<file path="src/rtl/reg_wb_arbiter_if.sv">
// reg_wb_arbiter_if: ALU/load result sources and register-file write port bundle.
interface reg_wb_arbiter_if;
   logic        alu_valid;
   logic        alu_ready;
   logic [4:0]  alu_rd;
   logic [31:0] alu_data;
   logic        mem_valid;
   logic        mem_ready;
   logic [4:0]  mem_rd;
   logic [31:0] mem_data;
   logic        rf_we;
   logic [4:0]  rf_waddr;
   logic [31:0] rf_wdata;
   logic [31:0] pending_mask;
   modport master (
      output alu_valid, alu_rd, alu_data, mem_valid, mem_rd, mem_data,
      input  alu_ready, mem_ready, rf_we, rf_waddr, rf_wdata, pending_mask
   );
   modport slave (
      input  alu_valid, alu_rd, alu_data, mem_valid, mem_rd, mem_data,
      output alu_ready, mem_ready, rf_we, rf_waddr, rf_wdata, pending_mask
   );
endinterface

</file>
<file path="src/rtl/reg_wb_arbiter.sv">
// reg_wb_arbiter: per-source writeback FIFOs round-robin arbitrated onto one register-file write port.
module reg_wb_arbiter #(
   parameter int DEPTH = 2
) (
   input logic             clk,
   input logic             rst,
   reg_wb_arbiter_if.slave bus
);
   localparam int AW = $clog2(DEPTH);
   logic [1:0][DEPTH-1:0] vld;
   logic [1:0][AW-1:0]    wp, rp;
   logic [4:0]            rd_q  [2][DEPTH];
   logic [31:0]           dat_q [2][DEPTH];
   logic [4:0]            in_rd  [2];
   logic [31:0]           in_dat [2];
   logic [1:0]            in_v, rdy, push, head, pop;
   logic                  last_alu, gnt_alu, gnt_mem, we_d;
   logic [4:0]            g_rd;
   logic [31:0]           g_dat, pend;
   // Index 0 is the ALU source, index 1 the load source.
   assign in_v      = {bus.mem_valid, bus.alu_valid};
   assign in_rd[0]  = bus.alu_rd;
   assign in_rd[1]  = bus.mem_rd;
   assign in_dat[0] = bus.alu_data;
   assign in_dat[1] = bus.mem_data;
   assign rdy[0]    = ~rst & ~&vld[0];
   assign rdy[1]    = ~rst & ~&vld[1];
   assign push      = in_v & rdy;
   assign head[0]   = vld[0][rp[0]];
   assign head[1]   = vld[1][rp[1]];
   assign gnt_mem   = head[1] & (~head[0] | last_alu);
   assign gnt_alu   = head[0] & ~gnt_mem;
   assign pop       = {gnt_mem, gnt_alu};
   assign g_rd      = rd_q[gnt_mem][rp[gnt_mem]];
   assign g_dat     = dat_q[gnt_mem][rp[gnt_mem]];
   assign we_d      = (gnt_mem | gnt_alu) && g_rd != 5'd0;
   assign bus.alu_ready = rdy[0];
   assign bus.mem_ready = rdy[1];
   always_ff @(posedge clk or posedge rst) begin
      if (rst) begin
         vld          <= '0;
         wp           <= '0;
         rp           <= '0;
         last_alu     <= 1'b1;
         bus.rf_we    <= 1'b0;
         bus.rf_waddr <= '0;
         bus.rf_wdata <= '0;
      end else begin
         for (int s = 0; s < 2; s++) begin
            if (push[s]) begin
               vld[s][wp[s]] <= 1'b1;
               wp[s]         <= wp[s] + AW'(1);
            end
            if (pop[s]) begin
               vld[s][rp[s]] <= 1'b0;
               rp[s]         <= rp[s] + AW'(1);
            end
         end
         if (|pop) last_alu <= gnt_alu;
         bus.rf_we    <= we_d;
         bus.rf_waddr <= we_d ? g_rd : 5'd0;
         bus.rf_wdata <= we_d ? g_dat : 32'd0;
      end
   end
   // Payload storage needs no reset: the valid bits gate every use.
   always_ff @(posedge clk) begin
      for (int s = 0; s < 2; s++) begin
         if (push[s]) begin
            rd_q[s][wp[s]]  <= in_rd[s];
            dat_q[s][wp[s]] <= in_dat[s];
         end
      end
   end
   always_comb begin
      pend = '0;
      for (int s = 0; s < 2; s++)
         for (int i = 0; i < DEPTH; i++)
            if (vld[s][i]) pend[rd_q[s][i]] = 1'b1;
      if (bus.rf_we) pend[bus.rf_waddr] = 1'b1;
      pend[0] = 1'b0;
   end
   assign bus.pending_mask = pend;
endmodule
</file>
<file path="src/flat_wrapper.sv">
// flat-port wrapper written by rule: the top's interface ports become plain ports
module reg_wb_arbiter_flat 
#(
   parameter int DEPTH = 2
)
  (clk, rst, bus_alu_valid, bus_alu_rd, bus_alu_data, bus_mem_valid, bus_mem_rd, bus_mem_data, bus_alu_ready, bus_mem_ready, bus_rf_we, bus_rf_waddr, bus_rf_wdata, bus_pending_mask);
  reg_wb_arbiter_if bus_i ();
  input logic clk;
  input logic rst;
  input wire logic [$bits(bus_i.alu_valid)-1:0] bus_alu_valid;
  input wire logic [$bits(bus_i.alu_rd)-1:0] bus_alu_rd;
  input wire logic [$bits(bus_i.alu_data)-1:0] bus_alu_data;
  input wire logic [$bits(bus_i.mem_valid)-1:0] bus_mem_valid;
  input wire logic [$bits(bus_i.mem_rd)-1:0] bus_mem_rd;
  input wire logic [$bits(bus_i.mem_data)-1:0] bus_mem_data;
  output wire logic [$bits(bus_i.alu_ready)-1:0] bus_alu_ready;
  output wire logic [$bits(bus_i.mem_ready)-1:0] bus_mem_ready;
  output wire logic [$bits(bus_i.rf_we)-1:0] bus_rf_we;
  output wire logic [$bits(bus_i.rf_waddr)-1:0] bus_rf_waddr;
  output wire logic [$bits(bus_i.rf_wdata)-1:0] bus_rf_wdata;
  output wire logic [$bits(bus_i.pending_mask)-1:0] bus_pending_mask;
  assign bus_i.alu_valid = bus_alu_valid;
  assign bus_i.alu_rd = bus_alu_rd;
  assign bus_i.alu_data = bus_alu_data;
  assign bus_i.mem_valid = bus_mem_valid;
  assign bus_i.mem_rd = bus_mem_rd;
  assign bus_i.mem_data = bus_mem_data;
  assign bus_alu_ready = bus_i.alu_ready;
  assign bus_mem_ready = bus_i.mem_ready;
  assign bus_rf_we = bus_i.rf_we;
  assign bus_rf_waddr = bus_i.rf_waddr;
  assign bus_rf_wdata = bus_i.rf_wdata;
  assign bus_pending_mask = bus_i.pending_mask;
  reg_wb_arbiter #(.DEPTH(DEPTH)) u_core (.clk(clk), .rst(rst), .bus(bus_i));
endmodule
</file>
<file path="config.mk">
export PLATFORM = sky130hd
export DESIGN_NAME = reg_wb_arbiter_flat
export DESIGN_NICKNAME = d
export VERILOG_FILES = /design/src/rtl/reg_wb_arbiter_if.sv /design/src/rtl/reg_wb_arbiter.sv /design/src/flat_wrapper.sv
export SDC_FILE = /design/constraint.sdc
export NUM_CORES = 1
export LEC_CHECK = 0
export ABC_AREA = 0
export BUFFER_PORTS_ARGS = -buffer_cell sky130_fd_sc_hd__buf_4
export CORE_MARGIN = 2
export CORE_UTILIZATION = 51
export CTS_CLUSTER_SIZE = 28
export DETAILED_ROUTE_END_ITERATION = 6
export GPL_TIMING_DRIVEN = 0
export HOLD_SLACK_MARGIN = 0.12
export PLACE_DENSITY = 0.75
export SLEW_MARGIN = 5
export SYNTH_ARGS = -nofsm -noshare
export SYNTH_HDL_FRONTEND = slang
export SYNTH_SLANG_ARGS = --single-unit
</file>
<file path="constraint.sdc">
create_clock -name clk -period 3.05 [get_ports clk]
set_input_delay 0.4575 -clock clk [delete_from_list [all_inputs] [get_ports clk]]
set_output_delay 0.4575 -clock clk [all_outputs]
set_load 0.01 [all_outputs]
</file>
==> metrics.cfg <==
[timing]
tightest_slew_ps=703
slew_headroom_pct=53.1
drv_slew=0
setup_viol=0
hold_viol_final=0
fin_skew_ps=12.4
fin_setup_tns_ps=0
hold_slack_ps=206
rsz0062_at_grt=no
fin_crit_sh_pct=90.0
fmax_mhz=364
fin_crit_ps=2740

[worst_setup_path]
cp_slowest_cell=nor3b_1
cp_num_buf_inv=2
reg2reg_depth=6
worstSetupPathDepth=5
startpoint=u_core.rd_q[0][4]
cp.required_ps=2590
cp.arrival_ps=2290
crit_family=simple AND/OR/NAND/NOR gates
cp-end-kind=primary output
cp_cell_sequence=clkbuf_1 > nor3b_1 > a22oi_1 > nand3_1 > buf_4
r2r_slack_ps=620
timing.rr.start=u_core.rd_q[1][2]
startpoint_type=flip-flop
cp_max_fo=9
crit_type=flip-flop to primary output
max_stage_delay_ps=650
rr_endpoint=u_core.bus.rf_wdata[27]
crit_end=bus_pending_mask[16]

[placement]
hpwlAfterDp_mm=18.1
portBuffers=148
dpl_cell_area_sq_um=10200
dp_cells=1068
routabilityCongestion=0.920

[synthesis]
ys_ff_latch=195
syn-num-nets=773
seq_area_frac_synth_pct=65.0
synth_warnings=0
synth_largest_area_cell=edfxtp_1
synth.avg_cell_area_sq_um=12.4
yosysTopAreaCellShare_pct=51.4
synthDistinctLibCells=35
synth_area_sq_um=8650
synthTopCellsByArea=edfxtp_1 51%, dfrtp_1 13%, and3_1 5.1%, a31oi_1 4.8%, o22ai_1 3.9%
syn_inst=695

[floorplanning]
core_sq_um=16600
rows=47
start_util_pct=52.2
dieArea_sq_um=18000
fp.dieH_microns=134
pin_count=150
die_x_microns=134

[drt]
drtIter0Drc=800
drc=0
antenna_left=0
drt-pass1-iter-count=5
vias=7005
drt-total-wl_mm=25.8
wl_per_cell_microns=23.4
via_per_inst=6.36

[clock_network]
numCtsBuffers=17
cts_max_path_buffers=2
path_clk_slew_ps=80
htreeDepth=4
insertion_delay_ps=430
cts.sinks=195
cts_tree=built
postCtsSetupRepairBufs=0
root_buffer=clkbuf_16

[final_layout]
fill_cells=1250
regArea_sq_um=5620
mostFrequentLayoutCells=150 x buf_4, 148 x edfxtp_1, 69 x and3_1, 66 x a31oi_1, 54 x o22ai_1
multi_input_comb_area_sq_um=2740
antennaDiodeCount=0
layout_commonest_cell=buf_4
nNetsFinal=946
finalNonFillerCells=1101
postLayoutCellArea_sq_um=10800
area_growth_syn_to_layout_pct=24.3
layout-drive-gt1-share_pct=26.1

[global_route]
grt_usage_pct=28.9
grt_pass1_vias=7229
antenna_found_initial=0
grt_max_degree=30
grt_remaining_overflow=0
grt_pass1_wl_mm=39.5

[power]
leakagePower_nw=4.17
vdd_drop_max_uv=530
power.total_mw=10.0
power_density_nw_per_um2=934

[flow_run]
maxCapViolCount=0

[min_path]
hold_path_class=input pin to flip-flop

[status]
status=finished, final reports clean

-- per-stage QoR --
stage | util [%] | worst slack [ps]
floorplan | - | 4.86
global placement | 60.5 | -1290
detailed placement | 61.3 | 699
CTS | 64.8 | 359
global route | 64.8 | 176
finish | 64.8 | 305
-- metal layers --
layer | wire length [microns] | vias to the layer above | part of all wire [%] | track usage [%]
met5 | 0 | - | 0 | 0
met4 | 931 | 0 | 3.6 | 13.2
met3 | 2390 | 84 | 9.2 | 5.97
met2 | 12900 | 504 | 50 | 49.4
met1 | 9550 | 3336 | 37 | 35.4
li1 | - | 3081 | - | -
-- worst reg2reg max path: cells and delay by family (launching register included) --
kind	cells	cell delay [ps]
buffers and inverters	2	650
DFF	1	370
AOI/OAI and AO/OA	2	420
and+or+nand+nor	2	870
-- Yosys cell counts (all sizes together) --
master and n:
edfxtp 148, and3 71, a31oi 66, o22ai 54, nor2 52, dfrtp 46, clkbuf 43, nand2 33
a22oi 30, nand3 25, nor3b 20, nand3b 19, buf 18, o221ai 16, mux2i 13, or2 7
a21oi 6, nor3 5, or3b 5, and3b 4, a21boi 2, inv 2, nand2b 2, o22a 2
xnor2 2, conb 1, dfstp 1, o21bai 1, o32ai 1
-- worst min-delay path by stage --
stage,startpoint,to,slack [ps],depth (start not counted)
6_report,bus_alu_rd[3],u_core.rd_q[0][8],210,1
5_1_grt,bus_alu_data[27],u_core.dat_q[0][59],190,1
4_1_cts,bus_alu_data[6],u_core.dat_q[0][6],200,1
3_5_place_dp,u_core.last_alu,u_core.last_alu,520,2
3_3_place_gp,u_core.wp[1],u_core.wp[1],470,1
2_1_floorplan,u_core.wp[1],u_core.wp[1],460,1
-- area by class of cell --
class                           instances  share of cell area, %
Clock inverter                         14                   1.37
Sequential cell                       195                   52.3
Clock buffer                           18                   3.99
Tap cell                              220                   2.56
Multi-Input combinational cell        437                   25.5
Buffer                                 61                   2.77
Timing Repair Buffer                  154                   11.5
Inverter                                2                 0.0698
-- registers in the layout, summed over array words and instances, names as in the netlist, 2 cells and up --
name,flops
u_core.dat_q,128
u_core.bus.rf_wdata,32
u_core.rd_q,20
u_core.bus.rf_waddr,5
u_core.vld,4
u_core.rp,2
u_core.wp,2
-- timing repair --
item / 4_1_cts / 5_1_grt
setup endpoints to repair: 0 / 0
resized for setup: 0 / 0
hold buffers: 1 / 0
hold endpoints to repair: 18 / 0
-- power by group --
| part | total [mW] | internal (mW) | switching, mW |
|---|---|---|---|
| Combinational | 4.19 | 1.67 | 2.52 |
| Sequential | 3.73 | 3.44 | 0.296 |
| Clock | 2.11 | 1.09 | 1.03 |
| Total | 10.0 | 6.20 | 3.84 |
-- cells by family after synthesis --
kind of cell           synth area share (%)
AND/OR/NAND/NOR                        15.7
AO/OA/AOI/OAI                          13.9
buffers and inverters                  3.53
other                                0.0434
XOR/XNOR                              0.203
flip-flops                             65.0
multiplexers                           1.59
No activity file was read; power rests on OpenSTA's default activity.
